[src/rtl/jpeg_cone_pkg.sv]
// Shared constants and per-lane stage payload types for the jpeg_cone_pipe datapath.
package jpeg_cone_pkg;

  localparam int DEF_WIDTH = 8;
  localparam int DEF_CNT_W = 16;

  // One bit-lane of the S1 register: inverted a/b plus c, d, e passed through
  typedef struct packed {
    logic c;
    logic d;
    logic e;
    logic t5;
    logic t6;
  } s1_lane_t;

  typedef struct packed {
    logic c;
    logic d;
    logic t9;
  } s2_lane_t;

endpackage

[src/rtl/jpeg_cone_stage.sv]
// Generic valid/ready pipeline register: loads when empty or unloading in the same cycle.
module jpeg_cone_stage #(
  parameter int DW = 1
) (
  input  logic          clk,
  input  logic          rst_n,
  input  logic          i_valid,
  output logic          o_ready,
  input  logic [DW-1:0] i_data,
  output logic          o_valid,
  input  logic          i_ready,
  output logic [DW-1:0] o_data
);

  logic          r_valid;
  logic [DW-1:0] r_data;
  logic          w_unload;
  logic          w_load;

  assign w_unload = r_valid & i_ready;
  assign o_ready  = ~r_valid | w_unload;
  assign w_load   = i_valid & o_ready;

  always_ff @(posedge clk or negedge rst_n) begin
    if (!rst_n) begin
      r_valid <= 1'b0;
      r_data  <= '0;
    end else if (w_load) begin
      r_valid <= 1'b1;
      r_data  <= i_data;
    end else if (w_unload) begin
      r_valid <= 1'b0;
    end
  end

  assign o_valid = r_valid;
  assign o_data  = r_data;

endmodule

[src/rtl/jpeg_cone_pipe.sv]
// Three-stage valid/ready pipeline evaluating a per-lane NOR4/AND/OAI21/MAJ cone.
module jpeg_cone_pipe
  import jpeg_cone_pkg::*;
#(
  parameter int WIDTH  = DEF_WIDTH,
  parameter int LEGACY = 0,
  parameter int CNT_W  = DEF_CNT_W
) (
  input  logic             clk,
  input  logic             rst_n,
  input  logic             in_valid,
  output logic             in_ready,
  input  logic [WIDTH-1:0] in_a,
  input  logic [WIDTH-1:0] in_b,
  input  logic [WIDTH-1:0] in_c,
  input  logic [WIDTH-1:0] in_d,
  input  logic [WIDTH-1:0] in_e,
  output logic             out_valid,
  input  logic             out_ready,
  output logic [WIDTH-1:0] out_y,
  output logic [CNT_W-1:0] out_cnt
);

  s1_lane_t [WIDTH-1:0] w_s1_d;
  s1_lane_t [WIDTH-1:0] w_s1_q;
  s2_lane_t [WIDTH-1:0] w_s2_d;
  s2_lane_t [WIDTH-1:0] w_s2_q;
  logic     [WIDTH-1:0] w_y_d;
  logic                 w_v1;
  logic                 w_v2;
  logic                 w_rdy2;
  logic                 w_rdy3;
  logic [CNT_W-1:0]     r_cnt;

  for (genvar i = 0; i < WIDTH; i++) begin : g_lane
    logic w_t8;
    logic w_g;
    logic w_t11;

    assign w_s1_d[i].c  = in_c[i];
    assign w_s1_d[i].d  = in_d[i];
    assign w_s1_d[i].e  = in_e[i];
    assign w_s1_d[i].t5 = ~in_a[i];
    assign w_s1_d[i].t6 = ~in_b[i];

    // NOR4 keeps the duplicated t5 input of the original netlist
    assign w_t8 = ~(w_s1_q[i].t5 | w_s1_q[i].t5 | w_s1_q[i].e | w_s1_q[i].t6);

    if (LEGACY != 0) begin : g_legacy
      assign w_g = w_s1_q[i].t5;
    end else begin : g_new
      assign w_g = ~w_s1_q[i].e;
    end

    assign w_s2_d[i].c  = w_s1_q[i].c;
    assign w_s2_d[i].d  = w_s1_q[i].d;
    assign w_s2_d[i].t9 = w_t8 & w_g;

    assign w_t11    = ~((~w_s2_q[i].t9 | w_s2_q[i].d) & w_s2_q[i].c);
    assign w_y_d[i] = (w_t11 & w_s2_q[i].d) | (w_t11 & w_s2_q[i].c) |
                      (w_s2_q[i].d & w_s2_q[i].c);
  end

  jpeg_cone_stage #(.DW(WIDTH * $bits(s1_lane_t))) u_s1 (
    .clk     (clk),
    .rst_n   (rst_n),
    .i_valid (in_valid),
    .o_ready (in_ready),
    .i_data  (w_s1_d),
    .o_valid (w_v1),
    .i_ready (w_rdy2),
    .o_data  (w_s1_q)
  );

  jpeg_cone_stage #(.DW(WIDTH * $bits(s2_lane_t))) u_s2 (
    .clk     (clk),
    .rst_n   (rst_n),
    .i_valid (w_v1),
    .o_ready (w_rdy2),
    .i_data  (w_s2_d),
    .o_valid (w_v2),
    .i_ready (w_rdy3),
    .o_data  (w_s2_q)
  );

  jpeg_cone_stage #(.DW(WIDTH)) u_s3 (
    .clk     (clk),
    .rst_n   (rst_n),
    .i_valid (w_v2),
    .o_ready (w_rdy3),
    .i_data  (w_y_d),
    .o_valid (out_valid),
    .i_ready (out_ready),
    .o_data  (out_y)
  );

  always_ff @(posedge clk or negedge rst_n) begin
    if (!rst_n) begin
      r_cnt <= '0;
    end else if (out_valid && out_ready) begin
      r_cnt <= r_cnt + 1'b1;
    end
  end

  assign out_cnt = r_cnt;

endmodule

[config.mk]
export PLATFORM = sky130hd
export DESIGN_NAME = jpeg_cone_pipe
export DESIGN_NICKNAME = d
export VERILOG_FILES = /design/src/rtl/jpeg_cone_pkg.sv /design/src/rtl/jpeg_cone_stage.sv /design/src/rtl/jpeg_cone_pipe.sv
export SDC_FILE = /design/constraint.sdc
export NUM_CORES = 1
export LEC_CHECK = 0
export CORE_AREA = 2 2 88 90
export CTS_CLUSTER_SIZE = 40
export DETAILED_ROUTE_END_ITERATION = 6
export DIE_AREA = 0 0 90 92
export GPL_ROUTABILITY_DRIVEN = 0
export PLACE_DENSITY = 0.83
export SYNTH_ARGS = -nofsm -noshare
export SYNTH_HDL_FRONTEND = slang
export SYNTH_HIERARCHICAL = 1
export SYNTH_SLANG_ARGS = --single-unit
[constraint.sdc]
create_clock -name clk -period 4.14 [get_ports clk]
set_clock_uncertainty 0.05 [all_clocks]
set_input_delay 0.828 -clock clk [delete_from_list [all_inputs] [get_ports clk]]
set_output_delay 0.828 -clock clk [all_outputs]
set_load 0.01 [all_outputs]
==> impl_metrics.tcl <==
set metrics [dict create \
    outcome "finished clean" \
    grt_remaining_overflow 0 \
    htreeDepth 3 \
    worstHoldPathType "register to register" \
    async_flop_share_pct 100 \
    fin_crit_ps 3300 \
    final_layout_size_suffix_gt1_share_pct 30.7 \
    grt_pass1_wl_mm 11.0 \
    die_h_um 92 \
    worstPathRequired_ps 3260 \
    finish.utilization_pct 66.4 \
    switching_share_pct 27.6 \
    finalCritPeriodShare_pct 79.8 \
    final_max_slew_viol_count 0 \
    grt.total_usage_pct 17.0 \
    crit_buf_inv 2 \
    synth_edf_count 0 \
    crit_top_cell "nand2b_4" \
    start_util_pct 54.0 \
    timing.fmax_mhz 303 \
    r2r_cells 5 \
    io_buffers 69 \
    num-nets-final 375 \
    core.rowCount 32 \
    post_cts_buffers 0 \
    cp_cell_sequence "clkdlybuf4s50_1 > nand2b_4 > nand2b_4 > nand2b_4 > clkdlybuf4s50_1" \
    cts_made_buffers 9 \
    ys_seq_area_share_pct 56.6 \
    cts.hold.buffers_added 0 \
    reg2reg_slack_ps 2050 \
    intPower_mw 1.74 \
    clock_latency_ps 350 \
    coreArea_um2 7450 \
    nFillCells 559 \
    synth_cells 255 \
    drc 0 \
    hold_violations 0 \
    yosysUniqueCellTypes 25 \
    yosys.area.top_type "dfrtp_1" \
    maxSlewHeadroom_pct 47.7 \
    first_pass_iters 4 \
    clockBufferDepth 2 \
    start_kind "primary input" \
    seqPwrFrac_pct 50.4 \
    synthTopCellsByArea "dfrtp_1, mux2_4, xnor2_1, inv_1, a21o_1" \
    critPathMaxStageDelay_ps 560 \
    hold_start "out_cnt[15]$_DFFE_PN0P_" \
    grt_setup_unrepaired "false" \
    timing_worst_slew_pin_value_ps 784 \
    drtIter0Drc 63 \
    synthTopCellsByCount "dfrtp_1, mux2_4, inv_1" \
    place_hpwl_mm 4.41 \
    p_clk_share_pct 23.0 \
    routed_wl_mm 6.38 \
    tns_ps 0 \
    worstHoldPathCells 1 \
    p_comb_share_pct 26.6 \
    hold_path_end "out_cnt[15]$_DFFE_PN0P_" \
    syn_area_per_cell_um2 15.8 \
    grt_pass1_vias 2221 \
    clkTransAtPathRegs_ps 90 \
    synth_top_cell_area_share_pct 56.6 \
    clockRootBuffer "clkbuf_8" \
    setup_viol 0 \
    cap_violations 0 \
    critPathTopFamily "buffers and inverters" \
    critPathCaptureType "primary output" \
    slowest_stage "clkdlybuf4s50_1" \
    die_width_um 90 \
    grt_max_degree 66 \
    clock_sinks 91 \
    crit_type "primary input to primary output" \
    cp_max_fo 5 \
    wl_per_cell_um 14.6 \
    vias 2166 \
    synth_area_um2 4020 \
    vias_per_cell 4.96 \
    io_pins 70 \
    syn_to_final_growth_pct 22.9 \
    p_leak_nw 2.41 \
    peakVddDrop_mv 0.255 \
    whs_ps 423 \
    r2r_start "u_s3/o_valid$_DFFE_PN0P_" \
    cts_resized 0 \
    synth_flop_cell "dfrtp_1" \
    yosysWarningCount 6 \
    arrival_ps 2420 \
    p_sw_mw 0.661 \
    cts_tree "yes" \
    r2r_end "u_s1/o_data[2]$_DFFE_PN0P_" \
    synth_most_common_cell "dfrtp_1" \
    antenna_found_initial 0 \
    antenna_left 0 \
    postSynthNetCount 300 \
    dieArea_um2 8280 \
    n_antenna_cell 0 \
    ys_ff_latch 91 \
    power.density_nw_per_um2 485 \
]
-- flip-flops by register name, summed over array words and instances (netlist names) --
signal and count:
u_s3/o_data 8, u_s1/o_valid 1, u_s2/o_data 24, u_s2/o_valid 1, u_s3/o_valid 1, out_cnt 16, u_s1/o_data 40
-- final cells by class --
type                    instances  area, µm²  area share, %
clock inverters                 6       47.5          0.961
well taps                     102        128           2.58
flip-flops and latches         91       2280           46.0
clock buffers                  10        138           2.78
repair buffers                 70        696           14.1
multi-input cells             141       1600           32.3
inverters                      17       63.8           1.29
-- worst max path at each step --
stage                          end       from  depth (start not counted)  slack (ps)
final                     in_ready  out_ready                          5         840
after global routing      in_ready  out_ready                          5         780
after CTS                 in_ready  out_ready                          5         830
after detailed placement  in_ready  out_ready                          5         840
after global placement    in_ready  out_ready                          5         860
after floorplan           in_ready  out_ready                          3        1950
-- logic make-up (layout without fill, tap and decap cells) --
family / count (synthesis) / count (layout) / synth area share, %
flip-flops: 91 / 91 / 56.6
multiplexers: 73 / 73 / 26.8
AND/OR/NAND/NOR: 44 / 44 / 7.87
buffers and inverters: 23 / 103 / 3.70
XOR/XNOR: 15 / 15 / 3.27
AO/OA/AOI/OAI: 8 / 8 / 1.49
adder cells (fa/ha/maj): 1 / 1 / 0.311
-- power groups by stage --
| stage | registers [mW] | clock network, mW | logic (mW) |
|---|---|---|---|
| floorplan | 1.22 | 0 | 0.382 |
| global placement | 1.22 | 0 | 0.629 |
| detailed placement | 1.23 | 0 | 0.647 |
| CTS | 1.21 | 0.570 | 0.648 |
| global route | 1.24 | 0.609 | 0.684 |
| finish | 1.21 | 0.551 | 0.637 |
-- routing by layer --
layer | track usage [%] | vias up | part of all wire (%)
li1 | - | 1018 | -
met2 | 26.7 | 57 | 48
met4 | 6.92 | 0 | 1.6
met5 | 0 | - | 0
met3 | 3.29 | 10 | 4.0
met1 | 23.6 | 1081 | 46
-- worst reg2reg max path: stages (launching register included) --
cell and delay (ps):
dfrtp_1 500, nand2b_4 120, nand2b_4 170, nand2b_4 160, nand2_4 560, mux2_4 420
-- stage by stage --
stage	worst slack (ps)	power, mW	std cells	instance area (µm²)
global placement	865	1.85	421	4760
finish	838	2.40	437	4950
floorplan	1950	1.61	255	4020
detailed placement	842	1.87	421	4760
global route	782	2.53	437	4950
CTS	834	2.43	437	4950
-- placed cells by master, fill, tap and decap left out, types with 2 or more instances in the layout --
master / instances
a21o_1: 8
and3_1: 3
buf_4: 2
clkbuf_8: 10
clkdlybuf4s50_1: 68
clkinv_4: 2
dfrtp_1: 91
inv_1: 17
inv_6: 2
mux2_2: 5
mux2_4: 68
nand2_1: 4
nand2_4: 2
nand2b_1: 2
nand2b_4: 3
nand3_1: 8
nand4_2: 2
nor2_1: 5
nor3_1: 9
xnor2_1: 9
xor2_1: 6
Power figures use the tool's default switching activity.
